File: src/rtl/hawk_att_upd_pkg.sv
// Shared definitions for the ATT read-modify-write engine: table base,
// AttEntry field layout, id width helper and line/slot address helpers.
package hawk_att_upd_pkg;

  localparam int          ATT_ENTRY_MAX  = 1024;
  localparam logic [63:0] HAWK_ATT_START = 64'h0000_0000_8000_0000;

  // AttEntry layout: status nibble at the bottom, way byte right above it.
  localparam int ATT_STS_LSB = 0;
  localparam int ATT_STS_W   = 4;
  localparam int ATT_WAY_LSB = 4;
  localparam int ATT_WAY_W   = 8;

  typedef struct packed {
    logic [51:0] rsvd;
    logic [7:0]  way;
    logic [3:0]  sts;
  } att_entry_t;

  // Number of bits needed to hold 'value' itself (ids are 1-based).
  function automatic int clogb2(input int value);
    int v;
    int r;
    v = value;
    r = 0;
    while (v > 0) begin
      r++;
      v = v >> 1;
    end
    return r;
  endfunction

  localparam int ATT_ID_BITS = clogb2(ATT_ENTRY_MAX);

  typedef enum logic [2:0] {
    ST_IDLE,
    ST_AR,
    ST_R,
    ST_WR,
    ST_B,
    ST_DONE
  } att_state_e;

  // Eight 64-bit entries per 64-byte line; ids start at 1.
  function automatic logic [63:0] att_line_addr(input logic [ATT_ID_BITS-1:0] id);
    logic [ATT_ID_BITS-1:0] idx;
    idx = id - ATT_ID_BITS'(1);
    return HAWK_ATT_START + (64'(idx >> 3) << 6);
  endfunction

  function automatic logic [2:0] att_slot(input logic [ATT_ID_BITS-1:0] id);
    logic [ATT_ID_BITS-1:0] idx;
    idx = id - ATT_ID_BITS'(1);
    return idx[2:0];
  endfunction

endpackage

File: src/rtl/hawk_att_merge.sv
// Combinational merge of one AttEntry's sts/way fields into a cache line,
// plus the byte strobe covering the touched 64-bit slot.
module hawk_att_merge
  import hawk_att_upd_pkg::*;
#(
  parameter int DATA_W = 512
) (
  input  logic [DATA_W-1:0]   line_i,
  input  logic [2:0]          slot_i,
  input  logic [63:0]         entry_i,
  input  logic                sts_we_i,
  input  logic                way_we_i,
  output logic [DATA_W-1:0]   line_o,
  output logic [DATA_W/8-1:0] strb_o
);

  localparam logic [63:0] STS_MASK = ((64'd1 << ATT_STS_W) - 64'd1) << ATT_STS_LSB;
  localparam logic [63:0] WAY_MASK = ((64'd1 << ATT_WAY_W) - 64'd1) << ATT_WAY_LSB;

  logic [63:0] slot_old;
  logic [63:0] slot_new;

  // Replace only the enabled fields; everything else passes through.
  always_comb begin
    line_o   = line_i;
    strb_o   = '0;
    slot_old = line_i[64*slot_i +: 64];
    slot_new = slot_old;
    if (sts_we_i) slot_new = (slot_new & ~STS_MASK) | (entry_i & STS_MASK);
    if (way_we_i) slot_new = (slot_new & ~WAY_MASK) | (entry_i & WAY_MASK);
    line_o[64*slot_i +: 64] = slot_new;
    strb_o[8*slot_i +: 8]   = 8'hFF;
  end

endmodule

File: src/rtl/hawk_att_upd.sv
// ATT entry read-modify-write engine: fetch line, merge sts/way, write back.
// Optional macro HAWK_ATT_UPD_LINE_CACHE_EN keeps the last written line so a
// request to the same line skips the AXI read.
module hawk_att_upd
  import hawk_att_upd_pkg::*;
#(
  parameter int ADDR_W   = 64,
  parameter int DATA_W   = 512,
  parameter int ATT_ID_W = ATT_ID_BITS
) (
  input  logic                clk_i,
  input  logic                rst_i,
  input  logic                req_valid_i,
  output logic                req_ready_o,
  input  logic [ATT_ID_W-1:0] req_att_id_i,
  input  logic [63:0]         req_entry_i,
  input  logic                req_sts_we_i,
  input  logic                req_way_we_i,
  output logic                done_o,
  output logic                err_o,
  output logic                ar_valid_o,
  input  logic                ar_ready_i,
  output logic [ADDR_W-1:0]   ar_addr_o,
  input  logic                r_valid_i,
  output logic                r_ready_o,
  input  logic [DATA_W-1:0]   r_data_i,
  input  logic [1:0]          r_resp_i,
  output logic                aw_valid_o,
  input  logic                aw_ready_i,
  output logic [ADDR_W-1:0]   aw_addr_o,
  output logic                w_valid_o,
  input  logic                w_ready_i,
  output logic [DATA_W-1:0]   w_data_o,
  output logic [DATA_W/8-1:0] w_strb_o,
  input  logic                b_valid_i,
  output logic                b_ready_o,
  input  logic [1:0]          b_resp_i
);

  att_state_e            state_q, state_d;
  logic [ATT_ID_W-1:0]   id_q;
  logic [63:0]           entry_q;
  logic                  sts_we_q, way_we_q;
  logic [ADDR_W-1:0]     addr_q;
  logic [DATA_W-1:0]     line_q;
  logic [DATA_W/8-1:0]   strb_q;
  logic                  aw_pend_q, w_pend_q;
  logic                  err_q;
  logic                  cache_hit;

  logic [DATA_W-1:0]     mrg_line_in, mrg_line;
  logic [DATA_W/8-1:0]   mrg_strb;
  logic [2:0]            mrg_slot;
  logic [63:0]           mrg_entry;
  logic                  mrg_sts_we, mrg_way_we;

`ifdef HAWK_ATT_UPD_LINE_CACHE_EN
  logic                  cache_vld_q;
  logic [ADDR_W-1:0]     cache_addr_q;
  logic [DATA_W-1:0]     cache_line_q;

  assign cache_hit = cache_vld_q &&
                     (cache_addr_q == ADDR_W'(att_line_addr(req_att_id_i)));

  // Remember the last successfully written line; any error response invalidates it.
  always_ff @(posedge clk_i or posedge rst_i) begin
    if (rst_i) begin
      cache_vld_q  <= 1'b0;
      cache_addr_q <= '0;
      cache_line_q <= '0;
    end else if (state_q == ST_R && r_valid_i && r_resp_i != 2'b00) begin
      cache_vld_q <= 1'b0;
    end else if (state_q == ST_B && b_valid_i) begin
      if (b_resp_i == 2'b00) begin
        cache_vld_q  <= 1'b1;
        cache_addr_q <= addr_q;
        cache_line_q <= line_q;
      end else begin
        cache_vld_q <= 1'b0;
      end
    end
  end
`else
  assign cache_hit = 1'b0;
`endif

  // Merge source: the incoming request on a cache hit in IDLE, otherwise the latched request and the read beat.
  always_comb begin
    mrg_line_in = r_data_i;
    mrg_slot    = att_slot(id_q);
    mrg_entry   = entry_q;
    mrg_sts_we  = sts_we_q;
    mrg_way_we  = way_we_q;
`ifdef HAWK_ATT_UPD_LINE_CACHE_EN
    if (state_q == ST_IDLE) begin
      mrg_line_in = cache_line_q;
      mrg_slot    = att_slot(req_att_id_i);
      mrg_entry   = req_entry_i;
      mrg_sts_we  = req_sts_we_i;
      mrg_way_we  = req_way_we_i;
    end
`endif
  end

  hawk_att_merge #(.DATA_W(DATA_W)) u_merge (
    .line_i   (mrg_line_in),
    .slot_i   (mrg_slot),
    .entry_i  (mrg_entry),
    .sts_we_i (mrg_sts_we),
    .way_we_i (mrg_way_we),
    .line_o   (mrg_line),
    .strb_o   (mrg_strb)
  );

  // Next state and state-decoded handshake outputs.
  always_comb begin
    state_d     = state_q;
    req_ready_o = 1'b0;
    ar_valid_o  = 1'b0;
    r_ready_o   = 1'b0;
    b_ready_o   = 1'b0;
    done_o      = 1'b0;
    err_o       = 1'b0;
    case (state_q)
      ST_IDLE: begin
        req_ready_o = 1'b1;
        if (req_valid_i) state_d = cache_hit ? ST_WR : ST_AR;
      end
      ST_AR: begin
        ar_valid_o = 1'b1;
        if (ar_ready_i) state_d = ST_R;
      end
      ST_R: begin
        r_ready_o = 1'b1;
        if (r_valid_i) state_d = (r_resp_i != 2'b00) ? ST_DONE : ST_WR;
      end
      ST_WR: begin
        if ((!aw_pend_q || aw_ready_i) && (!w_pend_q || w_ready_i)) state_d = ST_B;
      end
      ST_B: begin
        b_ready_o = 1'b1;
        if (b_valid_i) state_d = ST_DONE;
      end
      ST_DONE: begin
        done_o  = 1'b1;
        err_o   = err_q;
        state_d = ST_IDLE;
      end
      default: state_d = ST_IDLE;
    endcase
  end

  assign ar_addr_o  = addr_q;
  assign aw_addr_o  = addr_q;
  assign aw_valid_o = aw_pend_q;
  assign w_valid_o  = w_pend_q;
  assign w_data_o   = line_q;
  assign w_strb_o   = strb_q;

  // State register, request capture, merged line and per-channel write pending flags.
  always_ff @(posedge clk_i or posedge rst_i) begin
    if (rst_i) begin
      state_q   <= ST_IDLE;
      id_q      <= '0;
      entry_q   <= '0;
      sts_we_q  <= 1'b0;
      way_we_q  <= 1'b0;
      addr_q    <= '0;
      line_q    <= '0;
      strb_q    <= '0;
      aw_pend_q <= 1'b0;
      w_pend_q  <= 1'b0;
      err_q     <= 1'b0;
    end else begin
      state_q <= state_d;
      case (state_q)
        ST_IDLE: begin
          if (req_valid_i) begin
            id_q     <= req_att_id_i;
            entry_q  <= req_entry_i;
            sts_we_q <= req_sts_we_i;
            way_we_q <= req_way_we_i;
            addr_q   <= ADDR_W'(att_line_addr(req_att_id_i));
            err_q    <= 1'b0;
            if (cache_hit) begin
              line_q    <= mrg_line;
              strb_q    <= mrg_strb;
              aw_pend_q <= 1'b1;
              w_pend_q  <= 1'b1;
            end
          end
        end
        ST_R: begin
          if (r_valid_i) begin
            if (r_resp_i != 2'b00) begin
              err_q <= 1'b1;
            end else begin
              line_q    <= mrg_line;
              strb_q    <= mrg_strb;
              aw_pend_q <= 1'b1;
              w_pend_q  <= 1'b1;
            end
          end
        end
        ST_WR: begin
          if (aw_ready_i) aw_pend_q <= 1'b0;
          if (w_ready_i)  w_pend_q  <= 1'b0;
        end
        ST_B: begin
          if (b_valid_i) err_q <= (b_resp_i != 2'b00);
        end
        default: ;
      endcase
    end
  end

endmodule

File: config.mk
export PLATFORM = sky130hd
export DESIGN_NAME = hawk_att_upd
export DESIGN_NICKNAME = d
export VERILOG_FILES = /design/src/rtl/hawk_att_upd_pkg.sv /design/src/rtl/hawk_att_merge.sv /design/src/rtl/hawk_att_upd.sv
export SDC_FILE = /design/constraint.sdc
export NUM_CORES = 1
export LEC_CHECK = 0
export BUFFER_PORTS_ARGS = -buffer_cell sky130_fd_sc_hd__buf_2
export CAP_MARGIN = 0
export CORE_AREA = 5 5 509 511
export CTS_BUF_LIST = sky130_fd_sc_hd__clkbuf_4
export CTS_CLUSTER_DIAMETER = 30
export DETAILED_ROUTE_END_ITERATION = 7
export DIE_AREA = 0 0 514 516
export GPL_ROUTABILITY_DRIVEN = 0
export PLACE_DENSITY_LB_ADDON = 0.1
export SLEW_MARGIN = 15
export SYNTH_ARGS = -nofsm -noshare
export SYNTH_HDL_FRONTEND = slang
export SYNTH_HIERARCHICAL = 1
export SYNTH_SLANG_ARGS = --single-unit
File: constraint.sdc
create_clock -name clk_i -period 25.8 [get_ports clk_i]
set_input_delay 2.58 -clock clk_i [delete_from_list [all_inputs] [get_ports clk_i]]
set_output_delay 2.58 -clock clk_i [all_outputs]
set_load 0.05 [all_outputs]
-- Word level (Yosys, flattened, before mapping)
Cells that the tools add are included.
- word-level logic and storage cells: 82
- output and inout port bits: 712
- flip-flop bits (word level): 663
- bits of input ports: 601
- shifts and indexed selects: 5
- reductions and logical operators: 16
- add/sub/neg operators: 5
- equality and inequality tests: 14
- bitwise logic cells: 4
- multiplexer cells: 27
- operators with widths (operator ; count):
    bitwise mux 512 bit ; 1
    variable shift 64 x 34 -> 512 bit (first input constant) ; 1
    indexed part select 512 x 10 -> 64 bit ; 1
    indexed part select 64 x 34 -> 512 bit ; 1
    2-to-1 mux 64 bit ; 2
    bitwise AND 64 bit ; 1
    OR 64 x 12 -> 64 bit ; 1
    OR 64 x 4 -> 64 bit ; 1
    variable shift 8 x 34 -> 64 bit (first input constant) ; 1
    indexed part select 8 x 34 -> 64 bit (first input constant) ; 1
    negator 6 -> 34 bit ; 1
    negator 9 -> 34 bit ; 1
    adder 32 x 14 -> 33 bit (first input constant) ; 1
    2-to-1 mux 3 bit ; 6
    != test 2 bit (second input constant) ; 9
    one-hot mux 3 bit (5 select lines) ; 1
    2-to-1 mux 1 bit ; 14
    subtractor 11 x 1 -> 11 bit (second input constant) ; 1
    AND reduction 5 bit ; 2
    AND reduction 4 bit ; 2
    equality test 3 x 2 -> 1 bit (second input constant) ; 2
    equality test 3 bit (second input constant) ; 2
    nonzero test 2 bit ; 3
    one-hot mux 1 bit (2 select lines) ; 2
    other kinds (11) ; 13

-- Logic depth before layout (Yosys ltp)
Gate-level depths: netlist (run 1).
- word-level depth: 8
- mapped depth: 15
- depth with buffers taken out: 11

-- By module
Netlist (run 1), hierarchy kept.
- modules (own cells, without submodules) (module ; area each (sq um) ; seq. area each (sq um) ; times used ; cells an instance):
    hawk_att_upd ; 25694.6 ; 16515.8 ; 1 ; 1584
    hawk_att_merge ; 10068.4 ; 0.0 ; 1 ; 1456

-- Worst setup path after synthesis (run 1)
OpenSTA, ideal clock, no wires.
- path kind: register to output
- from: register state_q[0]
- to: output req_ready_o
- cell stages (with the launch flop): 3
- slack: 21.474 ns
- arrival: 1.746 ns
- path through: dfrtp_1 clkbuf_1 nor3_1
- longest elaborated chain between the ends: 2
- ends and longest elaborated chain (element ; RTL line ; text):
    from (decl) ; hawk_att_upd.sv:40 ; att_state_e state_q, state_d;
    from (signal assigned) ; hawk_att_upd.sv:175 ; state_q <= state_d;
    logical NOT 3 bit ; hawk_att_upd.sv:124 ; case (state_q)
    2-to-1 mux 1 bit ; hawk_att_upd.sv:124 ;
    to (decl) ; hawk_att_upd.sv:14 ; output logic req_ready_o,
Every way passes these cells.

-- Worst setup path after layout (run 1)
- from: input r_valid_i
- to: register line_q[347], in the netlist w_data_o[347]
- longest elaborated chain between the ends: 1
- ends and longest elaborated chain (element ; RTL line ; text):
    from (decl) ; hawk_att_upd.sv:24 ; input logic r_valid_i,
    AND reduction 3 bit (no line) ; - ;
    to (signal assigned) ; hawk_att_upd.sv:186 ; line_q <= mrg_line;
    to (signal assigned) ; hawk_att_upd.sv:198 ; line_q <= mrg_line;
    to (decl) ; hawk_att_upd.sv:45 ; logic [DATA_W-1:0] line_q;
Every way passes these cells.
A chain may end at the register's enable or synchronous reset.

==> out/summary.json, run 1 <==
{
  "totalNegativeSetupSlack_ps": 0,
  "worst_pin_slew_ps": 1040,
  "rsz0062_at_grt": "no",
  "clk-insertion-delay-late_ps": 1160,
  "global_route.usage.met1_pct": 18.6,
  "synth_area_um2": 33900,
  "use_met3_pct": 7.66,
  "switching_power_mw": 4.71,
  "status": "completed",
  "post-route-worst-setup-slack_ps": 19490,
  "cellPowerDensity_nw_per_um2": 178,
  "path_max_fanout": 117,
  "drtAntennaViolNets": 0,
  "clock_net_sink_count": 608,
  "cts_made_buffers": 275,
  "syn_inst": 2932,
  "max_slew_margin_pct": 30.4,
  "die_area_um2": 265000,
  "pre_cts_slack_ps": 18310,
  "antenna_found_initial": 141,
  "timing.max_cap.violations": 0,
  "share_comb_of_total_power_pct": 64.5,
  "finish.net_count": 4706,
  "setup-violations-final": 0,
  "static-leakage-power_nw": 22.4,
  "finClkSkew_ps": 82.1,
  "clkPwrFrac_pct": 16.0,
  "period_needed_ps": 6310,
  "drtPass1Iterations": 5,
  "placed_cell_area_um2": 42200,
  "ctsRootBufferMaster": "sky130_fd_sc_hd__clkbuf_4",
  "path_class": "input pin to flip-flop",
  "synth.avg_cell_area_um2": 11.5,
  "design_area_um2": 45600,
  "grt_pass1_wl_um": 290000,
  "start_util_pct": 13.4,
  "cp_data_required_time_ps": 26760,
  "mostFrequentLayoutCell": "sky130_fd_sc_hd__buf_2",
  "drt_first_iter_violations": 1401,
  "cts.reportedPaths.clkPinSlew_ps": 50,
  "cts_htree_levels": 5,
  "endpoint_kind": "flip-flop",
  "io_buffer_count": 1150,
  "top_usage_layer": "met2",
  "finalMaxSlewViolations": 0,
  "hold_buffers": 0,
  "dr_total_vias": 29300,
  "timing.final.crit_share_pct": 24.5,
  "cts_setup_buffers": 0,
  "clock_tree_from_tritoncts": "done",
  "final_layout_size_suffix_gt1_share_pct": 54.2,
  "met2_usage_pct": 25.1,
  "die_w_um": 514,
  "track_usage_pct": 15.8,
  "core_area_um2": 253000,
  "syn_to_final_growth_pct": 34.8,
  "grt_max_degree": 137,
  "fin_hold_ws_ps": 476,
  "achievable-frequency_ghz": 0.159,
  "globalRouteOverflowTotal": 0,
  "fp.dieH_um": 516,
  "min-delay-path-class": "flip-flop to flip-flop",
  "clk_path_buf_depth": 4,
  "io_pins": 1313,
  "dp_hpwl_um": 163000,
  "layout_common_cells": "1,150 x sky130_fd_sc_hd__buf_2, 608 x sky130_fd_sc_hd__dfrtp_1, 488 x sky130_fd_sc_hd__mux2_2, 465 x sky130_fd_sc_hd__nand2_1, 400 x sky130_fd_sc_hd__o21ai_0",
  "row_count": 185,
  "final_hold_vio_count": 0,
  "p_sw_share_pct": 58.0,
  "wirelength_um": 219000,
  "routed_wire_length_per_instance_um": 28.4,
  "critPathArrivalTime_ps": 7270,
  "peakVddDrop_v": 0.000112,
  "synth-warning-count": 6,
  "power_frac_seq_pct": 19.5,
  "p_int_mw": 3.42,
  "via_per_inst": 3.81,
  "via_count_of_the_first_global_routing_pass": 31524,
  "drc": 0,
  "worst_setup_path_start_kind": "input pin",
  "cts_resized": 0
}
## cell type report
cell class	count	area, um2
multi-input cells	1978	16300
repair buffers	1218	6340
fillers	28645	208000
clock inverters	75	429
inverters	18	97.6
clock buffers	381	2860
flip-flops and latches	608	15200
diodes	51	128
well taps	3366	4210
## routing by layer
layer	part of all wire, %	wire (um)	vias to the layer above
li1	-	-	12690
met1	40	87600	14618
met2	45	99100	1413
met3	11	23400	459
met4	3.6	7770	120
met5	0.35	759	-
## critical path, stage by stage
cell and delay [ps]:
sky130_fd_sc_hd__buf_2 90, sky130_fd_sc_hd__nand2b_1 100, sky130_fd_sc_hd__nor4b_4 300, sky130_fd_sc_hd__buf_4 650, sky130_fd_sc_hd__buf_12 530, sky130_fd_sc_hd__buf_4 750
sky130_fd_sc_hd__buf_4 660, sky130_fd_sc_hd__buf_4 800, sky130_fd_sc_hd__mux2_2 410
## power groups by stage
stage | Sequential [mW] | Combinational (mW) | Clock [mW]
2_1_floorplan | 2.93 | 2.10 | 0
3_5_place_dp | 1.60 | 5.38 | 0
5_1_grt | 1.64 | 5.55 | 1.44
6_report | 1.58 | 5.24 | 1.30
3_3_place_gp | 1.59 | 5.41 | 0
4_1_cts | 1.59 | 5.39 | 1.38
## flip-flops by register name (all words and copies together), names as in the netlist, 3 cells and up
signal / cells
ar_addr_o: 9
id_q: 3
entry_q: 12
w_data_o: 512
state_q: 3
w_strb_o: 64
## worst paths after layout
path                                   start       endpoint  cells past startpoint  slack, ps
worst max-delay path               r_valid_i  w_data_o[347]                      9      19490
worst min-delay path            w_data_o[41]   w_data_o[41]                      1        480
worst max register to register       id_q[0]  w_data_o[129]                     12      20120
worst min register to register  w_data_o[41]   w_data_o[41]                      1        480
max in group asynchronous              rst_i  w_data_o[349]                      7      20240
min in group asynchronous              rst_i  ar_addr_o[11]                      2       1450
## stage by stage
stage          utilization [%]  power (mW)  cells
2_1_floorplan                -        5.03   3041
3_3_place_gp              16.7        7.00   7188
3_5_place_dp              16.7        6.98   7188
4_1_cts                   18.0        8.36   7644
5_1_grt                   18.0        8.62   7663
6_report                  18.0        8.12   7695
Note: power is estimated with default switching activity, not from simulation.
==> run 2, diff against run 1 <==
clock period = 6.12 ns   (was 25.8 ns; I/O delays follow)
==> run 2 against run 1 <==
Net effect: wire length rose by 0.23%; setup slack got worse by 19000 ps; non-clock buffer count increased by 863; critical path depth rose by 4; clock power rose to 4.3 times the previous value; largest power group unchanged.
==> out/summary.json, run 2 (same netlist as run 1, synthesis figures left out) <==
{
  "setup-violations-final": {"value": 0, "change": "unchanged"},
  "worst_setup_path_start_kind": "flip-flop",
  "peakVddDrop": {"value": 0.000556, "unit": "V", "change": "+400%"},
  "clk-insertion-delay-late": {"value": 1310, "unit": "ps", "change": "+150 ps"},
  "max_slew_margin": {"value": 21.6, "unit": "%", "change": "-8.8 points"},
  "drtAntennaViolNets": {"value": 0, "change": "unchanged"},
  "globalRouteOverflowTotal": {"value": 0, "change": "unchanged"},
  "mostFrequentLayoutCell": "sky130_fd_sc_hd__buf_2",
  "io_buffer_count": {"value": 1150, "change": "unchanged"},
  "rsz0062_at_grt": "no",
  "cts_htree_levels": {"value": 5, "change": "unchanged"},
  "cts_made_buffers": {"value": 289, "change": "+5.1%"},
  "final_hold_vio_count": {"value": 0, "change": "unchanged"},
  "wirelength": {"value": 219000, "unit": "um", "change": "+0.23%"},
  "drc": {"value": 0, "change": "unchanged"},
  "path_class": "flip-flop to flip-flop",
  "status": "completed",
  "min-delay-path-class": "input pin to flip-flop",
  "cts.reportedPaths.clkPinSlew": {"value": 60, "unit": "ps", "change": "about the same"},
  "finalMaxSlewViolations": {"value": 0, "change": "unchanged"},
  "largest_register_ffs": {"value": 512, "change": "unchanged"},
  "routed_wire_length_per_instance": {"value": 25.6, "unit": "um", "change": "-10%"},
  "critPathArrivalTime": {"value": 6620, "unit": "ps", "change": "-650 ps"},
  "grt_max_degree": {"value": 134, "change": "-2.2%"},
  "io_pins": {"value": 1313, "change": "unchanged"},
  "worst_pin_slew": {"value": 1180, "unit": "ps", "change": "+132 ps"},
  "final_layout_size_suffix_gt1_share": {"value": 45.3, "unit": "%", "change": "-8.9 points"},
  "layout_common_cells": "1,150 x sky130_fd_sc_hd__buf_2, 851 x sky130_fd_sc_hd__dlygate4sd3_1, 608 x sky130_fd_sc_hd__dfrtp_1, 488 x sky130_fd_sc_hd__mux2_2, 465 x sky130_fd_sc_hd__nand2_1",
  "cellPowerDensity": {"value": 658, "unit": "nW/um2", "change": "+270%"},
  "clock_tree_from_tritoncts": "done",
  "totalNegativeSetupSlack": {"value": 0, "unit": "ps", "change": "unchanged"},
  "core_area": {"value": 253000, "unit": "um2", "change": "unchanged"},
  "syn_to_final_growth_pct": 60.9,
  "track_usage": {"value": 15.9, "unit": "%", "change": "+0.069 points"},
  "clock_net_sink_count": {"value": 608, "change": "unchanged"},
  "static-leakage-power": {"value": 26.2, "unit": "nW", "change": "+17%"},
  "dp_hpwl": {"value": 162000, "unit": "um", "change": "-0.64%"},
  "drtPass1Iterations": {"value": 5, "change": "unchanged"},
  "finClkSkew": {"value": 158, "unit": "ps", "change": "+76.2 ps"},
  "start_util": {"value": 13.4, "unit": "%", "change": "unchanged"},
  "grt_pass1_wl": {"value": 297000, "unit": "um", "change": "+2.5%"},
  "dr_total_vias": {"value": 32507, "change": "+11%"},
  "period_needed_ps": 5450,
  "antenna_found_initial": {"value": 63, "change": "-55%"},
  "achievable-frequency_ghz": 0.183,
  "die_area": {"value": 265000, "unit": "um2", "change": "unchanged"},
  "timing.final.crit_share_pct": 89.1,
  "endpoint_kind": "flip-flop",
  "drt_first_iter_violations": {"value": 1398, "change": "-0.21%"},
  "cp_data_required_time": {"value": 7290, "unit": "ps", "change": "-19,470 ps"},
  "row_count": {"value": 185, "change": "unchanged"},
  "path_max_fanout": {"value": 33, "change": "-72%"},
  "ctsRootBufferMaster": "sky130_fd_sc_hd__clkbuf_4",
  "fp.dieH": {"value": 516, "unit": "um", "change": "unchanged"},
  "fin_hold_ws": {"value": 194, "unit": "ps", "change": "-282 ps"},
  "power.total": {"value": 35.9, "unit": "mW", "change": "+340%"},
  "die_w": {"value": 514, "unit": "um", "change": "unchanged"},
  "finish.net_count": {"value": 5583, "change": "+19%"},
  "timing.max_cap.violations": {"value": 0, "change": "unchanged"},
  "via_count_of_the_first_global_routing_pass": {"value": 35497, "change": "+13%"},
  "clk_path_buf_depth": {"value": 4, "change": "unchanged"},
  "via_per_inst": {"value": 3.79, "change": "-0.38%"}
}
-- run 2: layer usage --
| layer | track usage (%) | part of all wire (%) | up-vias |
|---|---|---|---|
| met1 | 18.8 | 41 | 16372 |
| met4 | 4.05 | 2.2 | 34 |
| met3 | 6.16 | 9.1 | 318 |
| li1 | - | - | 14436 |
| met5 | 0 | 0.090 | - |
| met2 | 27.0 | 48 | 1347 |
-- run 2: final timing paths --
check                                  start  cells past startpoint            end  slack, ps
worst max-delay path                 id_q[0]                     13  w_data_o[438]        670
worst min-delay path             req_valid_i                      4   ar_addr_o[9]        190
worst max register to register       id_q[0]                     13  w_data_o[438]        670
worst min register to register  w_data_o[22]                      1   w_data_o[22]        470
max in group asynchronous              rst_i                      5  w_data_o[383]       4630
min in group asynchronous              rst_i                      4   w_data_o[13]        320
-- run 2: per-stage QoR --
stage | utilization, % | instance area, um2 | worst slack [ps] | cells
finish | 21.5 | 54500 | 665 | 8570
global route | 21.5 | 54500 | 269 | 8562
CTS | 21.5 | 54400 | 175 | 8526
detailed placement | 16.7 | 42400 | 837 | 7200
global placement | 16.7 | 42400 | 835 | 7200
floorplan | - | 34300 | -2790 | 3041
-- run 2: power by group --
part           switching, mW  total [mW]  internal [mW]
logic                   16.5        23.6           7.05
registers              0.950        6.67           5.72
clock network           2.44        5.62           3.18
total                   19.9        35.9           15.9
-- run 2: area by class of cell --
class / instances / area [um2]
diodes: 44 / 110
inverters: 18 / 93.8
clock buffers: 401 / 3010
well taps: 3366 / 4210
fillers: 28195 / 199000
flip-flops and latches: 608 / 15200
repair buffers: 2081 / 15100
multi-input cells: 1978 / 16400
clock inverters: 74 / 418
-- run 2: worst max-delay path: stages, from the launching register on --
cell and delay, ps:
sky130_fd_sc_hd__dfrtp_1 430, sky130_fd_sc_hd__inv_8 240, sky130_fd_sc_hd__ha_1 260, sky130_fd_sc_hd__xor2_2 430
sky130_fd_sc_hd__inv_8 210, sky130_fd_sc_hd__ha_1 650, sky130_fd_sc_hd__nand3b_1 260, sky130_fd_sc_hd__buf_4 620
sky130_fd_sc_hd__buf_4 750, sky130_fd_sc_hd__nand2_1 110, sky130_fd_sc_hd__o21ai_1 100, sky130_fd_sc_hd__dlygate4sd3_1 570
sky130_fd_sc_hd__mux2_2 140, sky130_fd_sc_hd__dlygate4sd3_1 540
-- run 2: repair_timing --
action                     in CTS  in global routing
setup endpoints to repair       0                  3
buffers inserted                0                  0
hold buffers                  851                  0
resized for setup               0                  1
hold endpoints to repair      816                  0
